### src/rtl/traffic_intersection_ctrl.sv
// traffic_intersection_ctrl
// Sensor-actuated controller for an N-approach intersection. One approach at a
// time owns the green phase. The owner is chosen round-robin among the
// approaches that report a vehicle. Every green is followed by yellow and then
// by an all-red clearance. A flash (night) mode blinks every head red/off.
// All outputs are registered. The lamp pattern is decoded from the next state,
// so the lamps change on the same edge as the state.

module traffic_intersection_ctrl #(
    parameter int NUM_DIR     = 4,
    parameter int TIMER_W     = 16,
    parameter int MIN_GREEN   = 10,
    parameter int MAX_GREEN   = 50,
    parameter int YELLOW_TIME = 5,
    parameter int ALLRED_TIME = 2,
    parameter int FLASH_HALF  = 25,
    localparam int DIR_W      = $clog2(NUM_DIR)
) (
    input  logic                   clk,
    input  logic                   reset,
    input  logic [NUM_DIR-1:0]     sensor,
    input  logic                   flash_req,
    output logic [2*NUM_DIR-1:0]   light,
    output logic [DIR_W-1:0]       active_dir,
    output logic                   phase_go
);

    typedef enum logic [1:0] {
        ST_ALL_RED = 2'd0,
        ST_GREEN   = 2'd1,
        ST_YELLOW  = 2'd2,
        ST_FLASH   = 2'd3
    } state_t;

    localparam logic [1:0] LAMP_OFF    = 2'b00;
    localparam logic [1:0] LAMP_RED    = 2'b01;
    localparam logic [1:0] LAMP_YELLOW = 2'b10;
    localparam logic [1:0] LAMP_GREEN  = 2'b11;

    // Phase timers hold (length - 1) and count down to zero.
    localparam logic [TIMER_W-1:0] ALLRED_LOAD = TIMER_W'(ALLRED_TIME - 1);
    localparam logic [TIMER_W-1:0] YELLOW_LOAD = TIMER_W'(YELLOW_TIME - 1);
    localparam logic [TIMER_W-1:0] FLASH_LOAD  = TIMER_W'(FLASH_HALF - 1);
    localparam logic [TIMER_W-1:0] MIN_G       = TIMER_W'(MIN_GREEN);
    localparam logic [TIMER_W-1:0] MAX_G       = TIMER_W'(MAX_GREEN);
    localparam logic [TIMER_W-1:0] TIMER_ZERO  = {TIMER_W{1'b0}};
    localparam logic [TIMER_W-1:0] TIMER_ONE   = TIMER_W'(1);
    localparam logic [TIMER_W-1:0] TIMER_SAT   = {TIMER_W{1'b1}};

    // Round-robin pick: first requesting approach after cur, wrapping.
    // The last candidate examined is cur itself; with no request at all the
    // grant stays on cur so the intersection rests in green there.
    function automatic logic [DIR_W-1:0] rr_pick(
        input logic [DIR_W-1:0]   cur,
        input logic [NUM_DIR-1:0] req
    );
        logic [DIR_W-1:0] pick;
        logic [DIR_W:0]   sum;
        logic             found;
        pick  = cur;
        found = 1'b0;
        for (int i = 1; i <= NUM_DIR; i++) begin
            sum = {1'b0, cur} + (DIR_W+1)'(i);
            if (sum >= (DIR_W+1)'(NUM_DIR)) begin
                sum = sum - (DIR_W+1)'(NUM_DIR);
            end else begin
                sum = sum;
            end
            if (!found && req[sum[DIR_W-1:0]]) begin
                pick  = sum[DIR_W-1:0];
                found = 1'b1;
            end else begin
                pick  = pick;
            end
        end
        return pick;
    endfunction

    // Lamp pattern for a given state, owning approach and flash half.
    function automatic logic [2*NUM_DIR-1:0] decode_light(
        input state_t           st,
        input logic [DIR_W-1:0] dir,
        input logic             flash_on
    );
        logic [2*NUM_DIR-1:0] l;
        l = {(2*NUM_DIR){1'b0}};
        for (int i = 0; i < NUM_DIR; i++) begin
            case (st)
                ST_FLASH:  l[2*i +: 2] = flash_on ? LAMP_RED : LAMP_OFF;
                ST_GREEN:  l[2*i +: 2] = (DIR_W'(i) == dir) ? LAMP_GREEN : LAMP_RED;
                ST_YELLOW: l[2*i +: 2] = (DIR_W'(i) == dir) ? LAMP_YELLOW : LAMP_RED;
                ST_ALL_RED: l[2*i +: 2] = LAMP_RED;
                default:   l[2*i +: 2] = LAMP_RED;
            endcase
        end
        return l;
    endfunction

    state_t               state_r;
    logic [TIMER_W-1:0]   timer_r;
    logic [TIMER_W-1:0]   elapsed_r;
    logic [DIR_W-1:0]     active_dir_r;
    logic                 flash_on_r;
    logic [2*NUM_DIR-1:0] light_r;
    logic                 phase_go_r;

    state_t               nxt_state_s;
    logic [TIMER_W-1:0]   nxt_timer_s;
    logic [TIMER_W-1:0]   nxt_elapsed_s;
    logic [DIR_W-1:0]     nxt_dir_s;
    logic                 nxt_flash_on_s;
    logic [NUM_DIR-1:0]   owner_mask_s;
    logic                 other_req_s;
    logic                 green_exit_s;

    // Request view and green-exit decision for the current owner.
    always_comb begin
        owner_mask_s = {{(NUM_DIR-1){1'b0}}, 1'b1} << active_dir_r;
        other_req_s  = |(sensor & ~owner_mask_s);
        green_exit_s = (elapsed_r >= MIN_G) &&
                       (flash_req ||
                        (other_req_s && (!sensor[active_dir_r] || (elapsed_r >= MAX_G))));
    end

    // Next-state, timer, elapsed and grant computation.
    always_comb begin
        nxt_state_s    = state_r;
        nxt_timer_s    = timer_r;
        nxt_elapsed_s  = elapsed_r;
        nxt_dir_s      = active_dir_r;
        nxt_flash_on_s = flash_on_r;
        case (state_r)
            ST_ALL_RED: begin
                if (timer_r == TIMER_ZERO) begin
                    if (flash_req) begin
                        nxt_state_s    = ST_FLASH;
                        nxt_timer_s    = FLASH_LOAD;
                        nxt_flash_on_s = 1'b1;
                    end else begin
                        nxt_state_s   = ST_GREEN;
                        nxt_dir_s     = rr_pick(active_dir_r, sensor);
                        nxt_elapsed_s = TIMER_ONE;
                        nxt_timer_s   = TIMER_ZERO;
                    end
                end else begin
                    nxt_timer_s = timer_r - TIMER_ONE;
                end
            end
            ST_GREEN: begin
                if (green_exit_s) begin
                    nxt_state_s = ST_YELLOW;
                    nxt_timer_s = YELLOW_LOAD;
                end else if (elapsed_r != TIMER_SAT) begin
                    nxt_elapsed_s = elapsed_r + TIMER_ONE;
                end else begin
                    nxt_elapsed_s = elapsed_r;
                end
            end
            ST_YELLOW: begin
                if (timer_r == TIMER_ZERO) begin
                    nxt_state_s = ST_ALL_RED;
                    nxt_timer_s = ALLRED_LOAD;
                end else begin
                    nxt_timer_s = timer_r - TIMER_ONE;
                end
            end
            ST_FLASH: begin
                if (timer_r == TIMER_ZERO) begin
                    if (!flash_req) begin
                        nxt_state_s    = ST_ALL_RED;
                        nxt_timer_s    = ALLRED_LOAD;
                        nxt_flash_on_s = 1'b0;
                    end else begin
                        nxt_flash_on_s = ~flash_on_r;
                        nxt_timer_s    = FLASH_LOAD;
                    end
                end else begin
                    nxt_timer_s = timer_r - TIMER_ONE;
                end
            end
            default: begin
                nxt_state_s    = ST_ALL_RED;
                nxt_timer_s    = ALLRED_LOAD;
                nxt_flash_on_s = 1'b0;
            end
        endcase
    end

    // State register with registered lamp decode and green-start pulse.
    always_ff @(posedge clk) begin
        if (reset) begin
            state_r      <= ST_ALL_RED;
            timer_r      <= ALLRED_LOAD;
            elapsed_r    <= TIMER_ZERO;
            active_dir_r <= {DIR_W{1'b0}};
            flash_on_r   <= 1'b0;
            light_r      <= decode_light(ST_ALL_RED, {DIR_W{1'b0}}, 1'b0);
            phase_go_r   <= 1'b0;
        end else begin
            state_r      <= nxt_state_s;
            timer_r      <= nxt_timer_s;
            elapsed_r    <= nxt_elapsed_s;
            active_dir_r <= nxt_dir_s;
            flash_on_r   <= nxt_flash_on_s;
            light_r      <= decode_light(nxt_state_s, nxt_dir_s, nxt_flash_on_s);
            phase_go_r   <= (nxt_state_s == ST_GREEN) && (state_r != ST_GREEN);
        end
    end

    assign light      = light_r;
    assign active_dir = active_dir_r;
    assign phase_go   = phase_go_r;

endmodule
### config.mk
export PLATFORM = sky130hd
export DESIGN_NAME = traffic_intersection_ctrl
export DESIGN_NICKNAME = d
export VERILOG_FILES = /design/src/rtl/traffic_intersection_ctrl.sv
export SDC_FILE = /design/constraint.sdc
export NUM_CORES = 1
export LEC_CHECK = 0
export CORE_MARGIN = 5
export CORE_UTILIZATION = 40
export CTS_CLUSTER_SIZE = 10
export DETAILED_ROUTE_END_ITERATION = 10
export PLACE_DENSITY = 0.68
export SYNTH_ARGS = -nofsm -noshare
export SYNTH_HDL_FRONTEND = slang
export SYNTH_SLANG_ARGS = --single-unit
### constraint.sdc
create_clock -name clk -period 4.4 [get_ports clk]
set_clock_uncertainty 0.1 [all_clocks]
set_input_delay 1.32 -clock clk [delete_from_list [all_inputs] [get_ports clk]]
set_output_delay 1.32 -clock clk [all_outputs]
set_load 0.01 [all_outputs]
# After elaboration in Yosys (flattened, before gate mapping)
# Index checks and enable logic that the tools add are counted.
[op_classes]
n_addsub = 10
magnitude_cmp = 11
n_eq_ne = 16
shifts = 1
n_mux = 82
bitwise = 3
n_reduce_logical = 19
[op_table]
columns = ["op", "count"]
rows = [
  ["2-to-1 mux 16 bit", 8],
  ["2-to-1 mux 2 bit", 37],
  ["one-hot mux 16 bit (4 select lines)", 1],
  ["one-hot mux 2 bit (4 select lines)", 5],
  ["one-hot mux 16 bit (2 select lines)", 1],
  ["2-to-1 mux 1 bit", 22],
  ["adder 16 x 1 -> 16 bit, second input constant", 1],
  [">= comparator 16 x 4 -> 1 bit, second input constant", 1],
  [">= comparator 16 x 6 -> 1 bit, second input constant", 1],
  ["logical NOT 16 bit", 1],
  ["inequality test 16 bit, second input constant", 1],
  ["subtractor 16 x 1 -> 16 bit, second input constant", 1],
  ["less-than comparator 2 x 3 -> 1 bit, second input constant", 5],
  [">= comparator 3 bit, second input constant", 4],
  ["binary-select mux 1 bit (select 2 bit)", 5],
  ["2-to-1 mux 5 bit", 2],
  ["inequality test 2 bit, second input constant", 5],
  ["== test 2 bit, second input constant", 4],
  ["subtractor 2 x 1 -> 2 bit, second input constant", 4],
  ["adder 2 x 2 -> 3 bit, second input constant", 2],
  ["logical AND 1 bit", 6],
  ["logical NOT 2 bit", 3],
  ["AND reduction 5 bit", 1],
  ["AND 4 bit", 1],
  ["14 further kinds", 20],
]
[totals]
register_bits = 46
in_bits = 7
out_inout_bits = 11
wordCells = 149

# Longest topological paths before layout
# Gate-level depths: netlist of the first run.
[depth]
depth_word = 33
ltp_mapped = 11
ltp_nobuf = 9

# Worst setup path after synthesis of the first run
# OpenSTA, ideal clock, no wires.
[synth_timing]
kind = "input port to flip-flop"
start = "input port sensor[1]"
end = "register elapsed_r[9]"
setup_ns = 0.128
arrival_ns = 2.931
required_ns = 4.172
setup_slack_ns = 1.242
stages = 9
n_path_buf = 2
path_cell_list = "clkbuf_2 mux4_2 nand2_1 nor3_1 o311ai_4 buf_6 nor3_2 xnor2_1 nor2_1"
[synth_between]
elab_chain_cells = 9
word_cells_on_any_way = 11
cone_classes = "1 x eq/ne; 2 x mux; 1 x bitwise; 7 x reduce/logical"
[synth_lines]
columns = ["element", "line_no", "text"]
rows = [
  ["start: declaration", "21", "input logic [NUM_DIR-1:0] sensor,"],
  ["binary-select mux 1 bit (select 2 bit)", "122", "(other_req_s && (!sensor[active_dir_r] || (elapsed_r >= MAX_G))));"],
  ["2-to-1 mux 1 bit (implied by the code)", "122", ""],
  ["logical NOT 1 bit", "122", ""],
  ["logical OR 1 bit", "122", ""],
  ["logical AND 1 bit (*)", "122", ""],
  ["logical OR 1 bit (*)", "121", "(flash_req ||"],
  ["logical AND 1 bit (*)", "120", "green_exit_s = (elapsed_r >= MIN_G) &&"],
  ["inequality test 2 bit (no source line) (*)", "n/a", ""],
  ["AND reduction 5 bit (no source line) (*)", "n/a", ""],
  ["end signal: assignment", "202", "elapsed_r <= nxt_elapsed_s;"],
  ["end: declaration", "101", "logic [TIMER_W-1:0] elapsed_r;"],
]
# Every way passes the cells marked *; elsewhere a longest branch is shown, timed or not. The select of a mux whose other input is x is not followed.
# A chain may end at the register's enable or synchronous reset.

# Final worst setup path of the first run
[layout_timing]
start = "input port sensor[1]"
end = "register light_r[0], in the netlist light[0]"
[layout_between]
elab_chain_cells = 27
word_cells_on_any_way = 51
cone_classes = "3 x eq/ne; 33 x mux; 1 x bitwise; 14 x reduce/logical"
[layout_lines]
columns = ["element", "line_no", "text"]
rows = [
  ["binary-select mux 1 bit (select 2 bit)", "69", "if (!found && req[sum[DIR_W-1:0]]) begin"],
  ["2-to-1 mux 1 bit (implied by the code)", "69", ""],
  ["2-to-1 mux 1 bit", "69", ""],
  ["2-to-1 mux 1 bit", "135", "if (flash_req) begin"],
  ["2-to-1 mux 1 bit", "134", "if (timer_r == TIMER_ZERO) begin"],
  ["2-to-1 mux 1 bit", "132", "case (state_r)"],
  ["logical NOT 1 bit", "69", ""],
  ["logical AND 1 bit", "69", ""],
  ["(+11 left out)", "n/a", ""],
  ["logical AND 1 bit", "69", ""],
  ["2-to-1 mux 2 bit", "69", ""],
  ["2-to-1 mux 2 bit", "135", ""],
  ["2-to-1 mux 2 bit", "134", ""],
  ["2-to-1 mux 2 bit", "132", ""],
  ["logical NOT 2 bit", "91", "ST_YELLOW: l[2*i +: 2] = (DIR_W'(i) == dir) ? LAMP_YELLOW : LAMP_RED;"],
  ["2-to-1 mux 2 bit", "91", ""],
  ["one-hot mux 2 bit (4 select lines) (*)", "88", "case (st)"],
  ["end signal: assignment", "197", "light_r <= decode_light(ST_ALL_RED, {DIR_W{1'b0}}, 1'b0);"],
  ["end signal: assignment", "205", "light_r <= decode_light(nxt_state_s, nxt_dir_s, nxt_flash_on_s);"],
  ["end: declaration", "104", "logic [2*NUM_DIR-1:0] light_r;"],
]
# Marked as above.

==> impl_metrics.ini, run 1 <==
[sta]
hold_viol_final = 0
worst_pin_slew_ns = 0.845
setup_viol = 0
slew_viol_final = 0
rsz0062_at_grt = false
min_period_ns = 3.50
tns_ns = 0
slew-limit-headroom_pct = 43.4
period_share_pct = 79.6
holdWs_ns = 0.412
fmax_mhz = 286

[layout]
layout_common_cells = nor2_1 (54), dfxtp_1 (46), nand3_1 (20)
drive_above_1_share_pct = 12.4
diodes = 0
fin_nets = 356
fillers = 696
syn_to_final_growth_pct = 11.6
layout.cells.most_common = nor2_1

[logic_synthesis]
synth_largest_area_cell = dfxtp_1
synth.area.mux_share_pct = 5.30
ys_types = 67
synth_edf_count = 0
synth_ff_type = dfxtp_1
ys_ff_latch = 46
synthSimpleGateAreaFrac_pct = 31.6
synth.net_count = 344
synth_top_family_by_area = simple AND/OR/NAND/NOR gates
synth_compound_area_share_pct = 12.9
syn_area_um2 = 2880
synth_xor_area_share_pct = 8.48
synth-adder-area-share_pct = 5.22
syn_area_per_cell_um2 = 8.85
synth_cells = 325
ys_top_cells_by_area = dfxtp_1 (32%), nor2_1 (7.0%), ha_1 (5.2%)
seq_area_frac_synth_pct = 32.0
synthArstFlopShare_pct = 0
ys_warn_count = 0
synth_top_cell_area_share_pct = 32.0

[clock_network]
cts_resized = 0
h-tree-depth = 2
cts_hold_buf = 0
clock-sinks = 46
clockBufferDepth = 2
clk_pin_slew_ns = 0.09
clk_root_buffer_cell = clkbuf_8
clkLatencyLatePin_ns = 0.31
numCtsBuffers = 5
postCtsSetupRepairBufs = 0
cts_tree = yes

[worst_setup_path]
crit_top_cell = nand3_1
crit_required_ns = 4.49
path_cells = clkdlybuf4s50_1, mux4_1, nor2_1, nand3_1, nand3_1, mux2i_1, and2_1, a21oi_1
crit_path_start_kind = input port
cp_top_family = multiplexers
cp_slowest_stage_delay_ns = 0.61
cp_num_buf_inv = 1
crit_type = in -> reg
timing.rr.end = light[0]$_SDFF_PP1_
reg2reg_depth = 9
cp-end-kind = flip-flop
cp_num_cells = 8
r2r-start = active_dir[0]$_SDFF_PP0_
crit_arrival_ns = 3.59
worst_path_max_delay_cell = mux4_1
rrSetupSlack_ns = 1.23
crit_fanout = 9
crit_start = sensor[1]

[power_and_ir_drop]
clkPwrFrac_pct = 15.9
switching_share_pct = 44.3
p_comb_share_pct = 54.5
p_seq_share_pct = 29.6
vdd.ir_drop.worst_mv = 0.221
p_int_mw = 1.12
p_switching_mw = 0.895
p_per_area_nw_per_um2 = 629
power_leakage_nw = 1.14

[die]
io-pin-count = 18
row_count = 31
core_um2 = 7140
die_w_um = 94.8
initial_core_util_pct = 40.3
die_h_um = 94.8
die_area_um2 = 8990

[worst_hold_path]
hp-start = elapsed_r[12]$_SDFFE_PP0P_
hold_path_class = reg -> reg
min_delay_path_depth = 1
min_to = elapsed_r[12]$_SDFFE_PP0P_

[flow_run]
drv_cap = 0

[global_routing]
grt_overflow = 0
grt_usage_pct = 13.7
grt_pass1_wl_um = 9950
grt_pass1_vias = 2138
grt_max_degree = 25
antenna_found_initial = 0

[placed_design]
dp_hpwl_um = 4040
gp_congestion = 0.837
port-buffer-count = 17

[routing]
wl_um = 5740
vias = 2304
firstDrtPassIters = 4
drtIter0Drc = 166
drc = 0
routedWlPerCell_um = 13.1
postRouteAntennaNets = 0
vias_per_cell = 5.27

[run_status]
outcome = finished, final reports clean
-- power groups by stage --
| stage | logic, mW | clock network (mW) | registers (mW) |
|---|---|---|---|
| after floorplan | 0.905 | 0 | 0.593 |
| after global placement | 1.08 | 0 | 0.604 |
| after detailed placement | 1.10 | 0 | 0.606 |
| after CTS | 1.10 | 0.329 | 0.597 |
| after global routing | 1.23 | 0.349 | 0.611 |
| final | 1.10 | 0.321 | 0.598 |
-- kinds of logic after synthesis --
group           after synthesis
fa+ha+maj                    12
buf+inv                      25
simple gates                158
mux                          11
xor+xnor                     27
flops                        46
compound gates               46
-- worst reg2reg max path: stages, from the launching register on --
cell,delay [ns]
dfxtp_1,0.70
inv_1,0.24
ha_1,0.50
mux4_1,0.40
nor2_1,0.14
nand3_1,0.10
nand3_1,0.11
mux2i_1,0.49
and2_1,0.23
a21oi_1,0.07
-- how the worst max path moves through the flow --
stage / endpoint / slack [ns]
6_report: light[0]$_SDFF_PP1_ / 0.90
5_1_grt: light[5]$_SDFF_PP0_ / 0.74
4_1_cts: light[0]$_SDFF_PP1_ / 0.93
3_5_place_dp: light[2]$_SDFF_PP1_ / 0.60
3_3_place_gp: light[0]$_SDFF_PP1_ / 0.55
2_1_floorplan: elapsed_r[9]$_SDFFE_PP0P_ / 1.24
-- synth_stat cells, types with 5 or more instances --
cell type,instances
inv_1,11
nor2_1,54
o21ai_0,5
nand2_1,16
nor3_2,6
a21oi_1,14
xor2_1,10
xnor2_1,16
nor3_1,10
nand3_1,20
mux2i_1,7
ha_1,12
nor4_1,9
dfxtp_1,46
-- layout make-up --
| class | instances | area [µm²] | area share [%] |
|---|---|---|---|
| well taps | 99 | 124 | 3.86 |
| clock inverters | 3 | 43.8 | 1.36 |
| flip-flops and latches | 46 | 921 | 28.7 |
| clock buffers | 5 | 68.8 | 2.14 |
| repair buffers | 19 | 185 | 5.77 |
| multi-input cells | 254 | 1830 | 56.9 |
| inverters | 11 | 41.3 | 1.29 |
-- per-stage QoR --
| step | instance area [µm²] | util (%) | total power [mW] | setup slack [ns] | std cells |
|---|---|---|---|---|---|
| after detailed placement | 3100 | 43.4 | 1.70 | 0.604 | 429 |
| after CTS | 3210 | 45.0 | 2.03 | 0.926 | 437 |
| final | 3210 | 45.0 | 2.02 | 0.899 | 437 |
| after floorplan | 2880 | - | 1.50 | 1.24 | 325 |
| after global placement | 3100 | 43.4 | 1.68 | 0.546 | 429 |
| after global routing | 3210 | 45.0 | 2.19 | 0.740 | 437 |
-- flip-flops by register name, summed over array words and instances (netlist names) --
name,flops
elapsed_r,16
timer_r,16
light,8
active_dir,2
state_r,2
flash_on_r,1
phase_go,1
-- layer usage --
| metal | wire, µm | up-vias | global-route usage, % |
|---|---|---|---|
| met5 | 0 | - | 0 |
| met4 | 68 | 0 | 4.81 |
| li1 | - | 1182 | - |
| met2 | 2600 | 38 | 21.7 |
| met1 | 2820 | 1076 | 18.1 |
| met3 | 239 | 8 | 3.35 |
(Power assumes the default switching activity.)
==> run 2: changes to the inputs <==
PLACE_DENSITY = 0.7   (was 0.68)
clock period = 2.85 ns   (was 4.4 ns; I/O delays follow)
==> run 2 against run 1 <==
Net effect: global-route usage rose by 0.84 points; sequential cell count stayed put; die area stayed put; worst setup slack got worse by 0.76 ns; first-iteration DRC count is 26% lower; non-clock buffer count increased by 27; worst hold slack lost 0.0041 ns; cell area up 9.2%; power grew 69%; combinational power rose by 89%; cell count grew 6.2%; register-to-register slack worse by 1.0 ns; critical endpoint is now elapsed_r[1]$_SDFFE_PP0P_.
==> impl_metrics.ini, run 2 (synthesis gave the netlist of run 1 again) <==
[layout]
diodes = 0
fillers = 670
layout.cells.most_common = nor2_1
layout_common_cells = nor2_1 (54), dfxtp_1 (46), buf_4 (24)
fin_nets = 383
drive_above_1_share_pct = 19.7
fin_area_um2 = 3510
syn_to_final_growth_pct = 21.9

[routing]
postRouteAntennaNets = 0
routedWlPerCell_um = 13.1
vias_per_cell = 5.20
drc = 0
vias = 2412
wl_um = 6080
drtIter0Drc = 123
firstDrtPassIters = 4

[worst_setup_path]
crit_type = in -> reg
timing.rr.end = light[6]$_SDFF_PP1_
crit_arrival_ns = 2.85
r2r-start = active_dir[0]$_SDFF_PP0_
crit_required_ns = 2.99
reg2reg_depth = 8
cp-end-kind = flip-flop
crit_path_start_kind = input port
rrSetupSlack_ns = 0.23
crit_fanout = 9

[global_routing]
grt_overflow = 0
grt_pass1_vias = 2367
antenna_found_initial = 0
grt_pass1_wl_um = 10500
grt_usage_pct = 14.5
grt_max_degree = 20

[die]
die_h_um = 94.8
io-pin-count = 18
core_um2 = 7140
row_count = 31
initial_core_util_pct = 40.3
die_area_um2 = 8990
die_w_um = 94.8

[clock_network]
h-tree-depth = 2
numCtsBuffers = 5
clock-sinks = 46
cts_tree = yes
clockBufferDepth = 2
clkLatencyLatePin_ns = 0.30
clk_pin_slew_ns = 0.08
clk_root_buffer_cell = clkbuf_8

[placed_design]
gp_congestion = 0.828
port-buffer-count = 17
pre_cts_ws_ns = -0.290
dp_hpwl_um = 4450
place_area_um2 = 3300

[flow_run]
drv_cap = 0

[sta]
worst_pin_slew_ns = 0.573
setup_ws_ns = 0.141
min_period_ns = 2.71
slew-limit-headroom_pct = 61.7
rsz0062_at_grt = false
fmax_mhz = 369
setup_viol = 0
period_share_pct = 95.0
slew_viol_final = 0
hold_viol_final = 0

[worst_hold_path]
min_to = elapsed_r[12]$_SDFFE_PP0P_
min_delay_path_depth = 1
hp-start = elapsed_r[12]$_SDFFE_PP0P_
hold_path_class = reg -> reg

[power_and_ir_drop]
p_per_area_nw_per_um2 = 971
power_leakage_nw = 1.33
vdd.ir_drop.worst_mv = 0.342

[run_status]
outcome = finished, final reports clean
## run 2: cell count changes in the layout (fill, tap and decap cells not counted), sizes merged
cell / change
clkdlybuf4s50: -4
bufinv: -1
buf: +25
clkbuf: +4
inv: -1
dlymetal6s2s: +4
## run 2: power by group
group | leakage (nW) | total [mW] | switching, mW | internal [mW]
Combinational | 0.911 | 2.08 | 1.11 | 0.973
Sequential | 0.374 | 0.914 | 0.134 | 0.780
Clock | 0.0482 | 0.407 | 0.211 | 0.196
Total | 1.33 | 3.40 | 1.45 | 1.95
## run 2: worst max-delay path, cell delays in order
cell and delay [ns]:
clkdlybuf4s50_1 0.51, buf_4 0.20, o31ai_4 0.28, o311ai_4 0.12
buf_4 0.18, clkbuf_16 0.16, or4_1 0.39, a21oi_1 0.15
## run 2: worst max-delay path by stage
stage | start | to | slack [ns] | cells past startpoint
3_5_place_dp | sensor[0] | elapsed_r[1]$_SDFFE_PP0P_ | -0.29 | 8
5_1_grt | active_dir[0]$_SDFF_PP0_ | light[2]$_SDFF_PP1_ | 0.03 | 8
6_report | flash_req | elapsed_r[1]$_SDFFE_PP0P_ | 0.14 | 8
4_1_cts | sensor[0] | elapsed_r[1]$_SDFFE_PP0P_ | 0.04 | 8
3_3_place_gp | sensor[1] | light[6]$_SDFF_PP1_ | -0.24 | 7
2_1_floorplan | sensor[1] | elapsed_r[9]$_SDFFE_PP0P_ | 0.16 | 9
## run 2: through the flow
stage | TNS, ns | instances | hold WS, ns | power, mW | utilization (%)
3_5_place_dp | -8.00 | 453 | 0.398 | 2.83 | 46.3
6_report | 0 | 464 | 0.408 | 3.40 | 49.1
5_1_grt | 0 | 464 | 0.433 | 3.66 | 49.1
3_3_place_gp | -5.59 | 453 | 0.391 | 2.79 | 46.3
2_1_floorplan | 0 | 325 | 0.366 | 2.31 | -
4_1_cts | 0 | 461 | 0.407 | 3.25 | 47.6
## run 2: final cells by class
type	count	area, µm²	area share (%)
tap	99	124	3.53
inverter	11	41.3	1.18
clock inverter	1	5.00	0.143
sequential	46	921	26.3
multi-input combinational	254	1870	53.3
clock buffer	7	86.3	2.46
timing repair buffer	46	462	13.2
## run 2: layer usage
metal  wire length, µm  track usage, %  up-vias
met5                 0               0        -
met2              2880            24.6       43
met3               229            3.27       10
met4               152            6.13        0
li1                  -               -     1234
met1              2820            17.7     1125
## run 2: repair_timing
item | CTS | global route
setup endpoints to repair | 0 | 23
hold buffers | 0 | 0
setup buffers | 0 | 1
gates resized for setup | 0 | 12
==> run 3: changes to the inputs <==
CTS_CLUSTER_DIAMETER = 120   (was default)
PLACE_DENSITY = 0.68   (was 0.7)
clock period = 2.5 ns   (was 2.85 ns; I/O delays follow)
==> run 3 against run 2 <==
Net effect: register-to-register slack worse by 0.08 ns; count of clock-buffer cells in the layout is 1 lower; non-clock buffer count is 4 higher; sequential cell count stayed put; combinational power is 9.6% higher; worst hold slack worse by 0.014 ns; cell count is 0.65% higher.
==> impl_metrics.ini, run 3 (synthesis gave the netlist of run 1 again) <==
[run_status]
outcome = finished, final reports clean

[clock_network]
clk_root_buffer_cell = clkbuf_8
clk_pin_slew_ns = 0.09
cts_hold_buf = 0
clock-sinks = 46
numCtsBuffers = 5
cts_tree = yes
clockBufferDepth = 2
clkLatencyLatePin_ns = 0.30
h-tree-depth = 2

[routing]
drtIter0Drc = 72
vias = 2420
drc = 0
postRouteAntennaNets = 0
firstDrtPassIters = 4
wl_um = 6110
vias_per_cell = 5.18
routedWlPerCell_um = 13.1

[worst_hold_path]
hold_path_class = reg -> reg
hp-start = elapsed_r[12]$_SDFFE_PP0P_
min_delay_path_depth = 1

[worst_setup_path]
worst_path_max_delay_cell = ha_2
cp-end-kind = flip-flop
crit_start = active_dir[1]$_SDFF_PP0_
rrSetupSlack_ns = 0.15
crit_arrival_ns = 2.47
reg2reg_depth = 9
crit_path_start_kind = flip-flop
crit_fanout = 7
timing.rr.end = light[6]$_SDFF_PP1_
crit_type = reg -> reg
endpoint = light[6]$_SDFF_PP1_
r2r-start = active_dir[1]$_SDFF_PP0_
cp_slowest_stage_delay_ns = 0.41
path_cells = inv_1, ha_2, mux2i_1, mux2_2, a2111oi_4, buf_4, xnor2_2, nor2_1, a21oi_1
crit_required_ns = 2.62

[global_routing]
antenna_found_initial = 0
grt_pass1_wl_um = 11100
grt_usage_pct = 15.2
grt_pass1_vias = 2369
grt_overflow = 0
grt_max_degree = 19

[layout]
layout.cells.most_common = nor2_1
layout_common_cells = nor2_1 (54), dfxtp_1 (45), buf_4 (30)
finalNonFillerCells = 467
diodes = 0
post-route-util_pct = 48.7
fin_area_um2 = 3480
drive_above_1_share_pct = 23.6
fin_nets = 387
syn_to_final_growth_pct = 20.9

[die]
core_um2 = 7140
die_w_um = 94.8
io-pin-count = 18
initial_core_util_pct = 40.3
row_count = 31
die_area_um2 = 8990
die_h_um = 94.8

[sta]
period_share_pct = 94.0
rsz0062_at_grt = true
holdWs_ns = 0.394
hold_viol_final = 0
setup_viol = 0
worst_pin_slew_ns = 0.553
slew-limit-headroom_pct = 63.1
tns_ns = 0
fmax_mhz = 426
slew_viol_final = 0
min_period_ns = 2.35
setup_ws_ns = 0.151

[power_and_ir_drop]
vdd.ir_drop.worst_mv = 0.458
p_per_area_nw_per_um2 = 1080
totalPowerFinal_mw = 3.76
power_leakage_nw = 1.29

[placed_design]
place_area_um2 = 3340
dp_hpwl_um = 4610
gp_congestion = 0.844
dp.cells = 459
pre_cts_ws_ns = -0.530
port-buffer-count = 17

[flow_run]
drv_cap = 0
==> run 3: cell count changes in the layout (fill, tap and decap cells not counted), moves of 2 or more <==
cell / delta
clkbuf_16: -2
ha_2: +2
clkbuf_2: +4
ha_1: -2
dlymetal6s2s_1: -3
buf_4: +6
==> run 3: timing repair <==
| action | CTS | global route |
|---|---|---|
| resized for setup | 9 | 19 |
| setup buffers | 1 | 0 |
| cloned | 0 | 0 |
| endpoints found under the setup margin | 42 | 14 |
| endpoints found under the hold margin | 0 | 0 |
| pin swaps | 4 | 5 |
==> run 3: routing by layer <==
layer / global-route usage, % / share of wire, % / vias to the layer above
li1: - / - / 1247
met1: 19.4 / 48 / 1152
met2: 26.2 / 50 / 16
met3: 2.87 / 1.8 / 5
met4: 3.97 / 0.77 / 0
met5: 0 / 0 / -
==> run 3: area by class of cell <==
class | count | area [µm²]
Fill cell | 712 | 3660
Multi-Input combinational cell | 254 | 1890
Sequential cell | 46 | 922
Timing Repair Buffer | 50 | 420
Tap cell | 99 | 124
Clock buffer | 6 | 72.6
Inverter | 11 | 41.3
Clock inverter | 1 | 7.51
==> run 3: power by group <==
group / total (mW) / internal [mW] / switching (mW) / leakage (nW)
sequential: 1.04 / 0.890 / 0.153 / 0.374
clock: 0.439 / 0.192 / 0.247 / 0.0373
combinational: 2.28 / 1.03 / 1.25 / 0.880
total: 3.76 / 2.11 / 1.65 / 1.29
==> run 3: worst min-delay path by stage <==
stage,slack (ns),to
2_1_floorplan,0.37,elapsed_r[12]$_SDFFE_PP0P_
3_3_place_gp,0.38,elapsed_r[12]$_SDFFE_PP0P_
3_5_place_dp,0.39,elapsed_r[12]$_SDFFE_PP0P_
4_1_cts,0.40,elapsed_r[12]$_SDFFE_PP0P_
5_1_grt,0.42,elapsed_r[12]$_SDFFE_PP0P_
6_report,0.39,elapsed_r[12]$_SDFFE_PP0P_
==> run 3: critical path: cells and delay by family, from the launching register on <==
family	cells	cell delay, ns
fa+ha+maj	1	0.41
mux	2	0.41
compound gates	2	0.48
buf+inv	2	0.27
simple gates	1	0.09
xor+xnor	1	0.15
flops	1	0.37
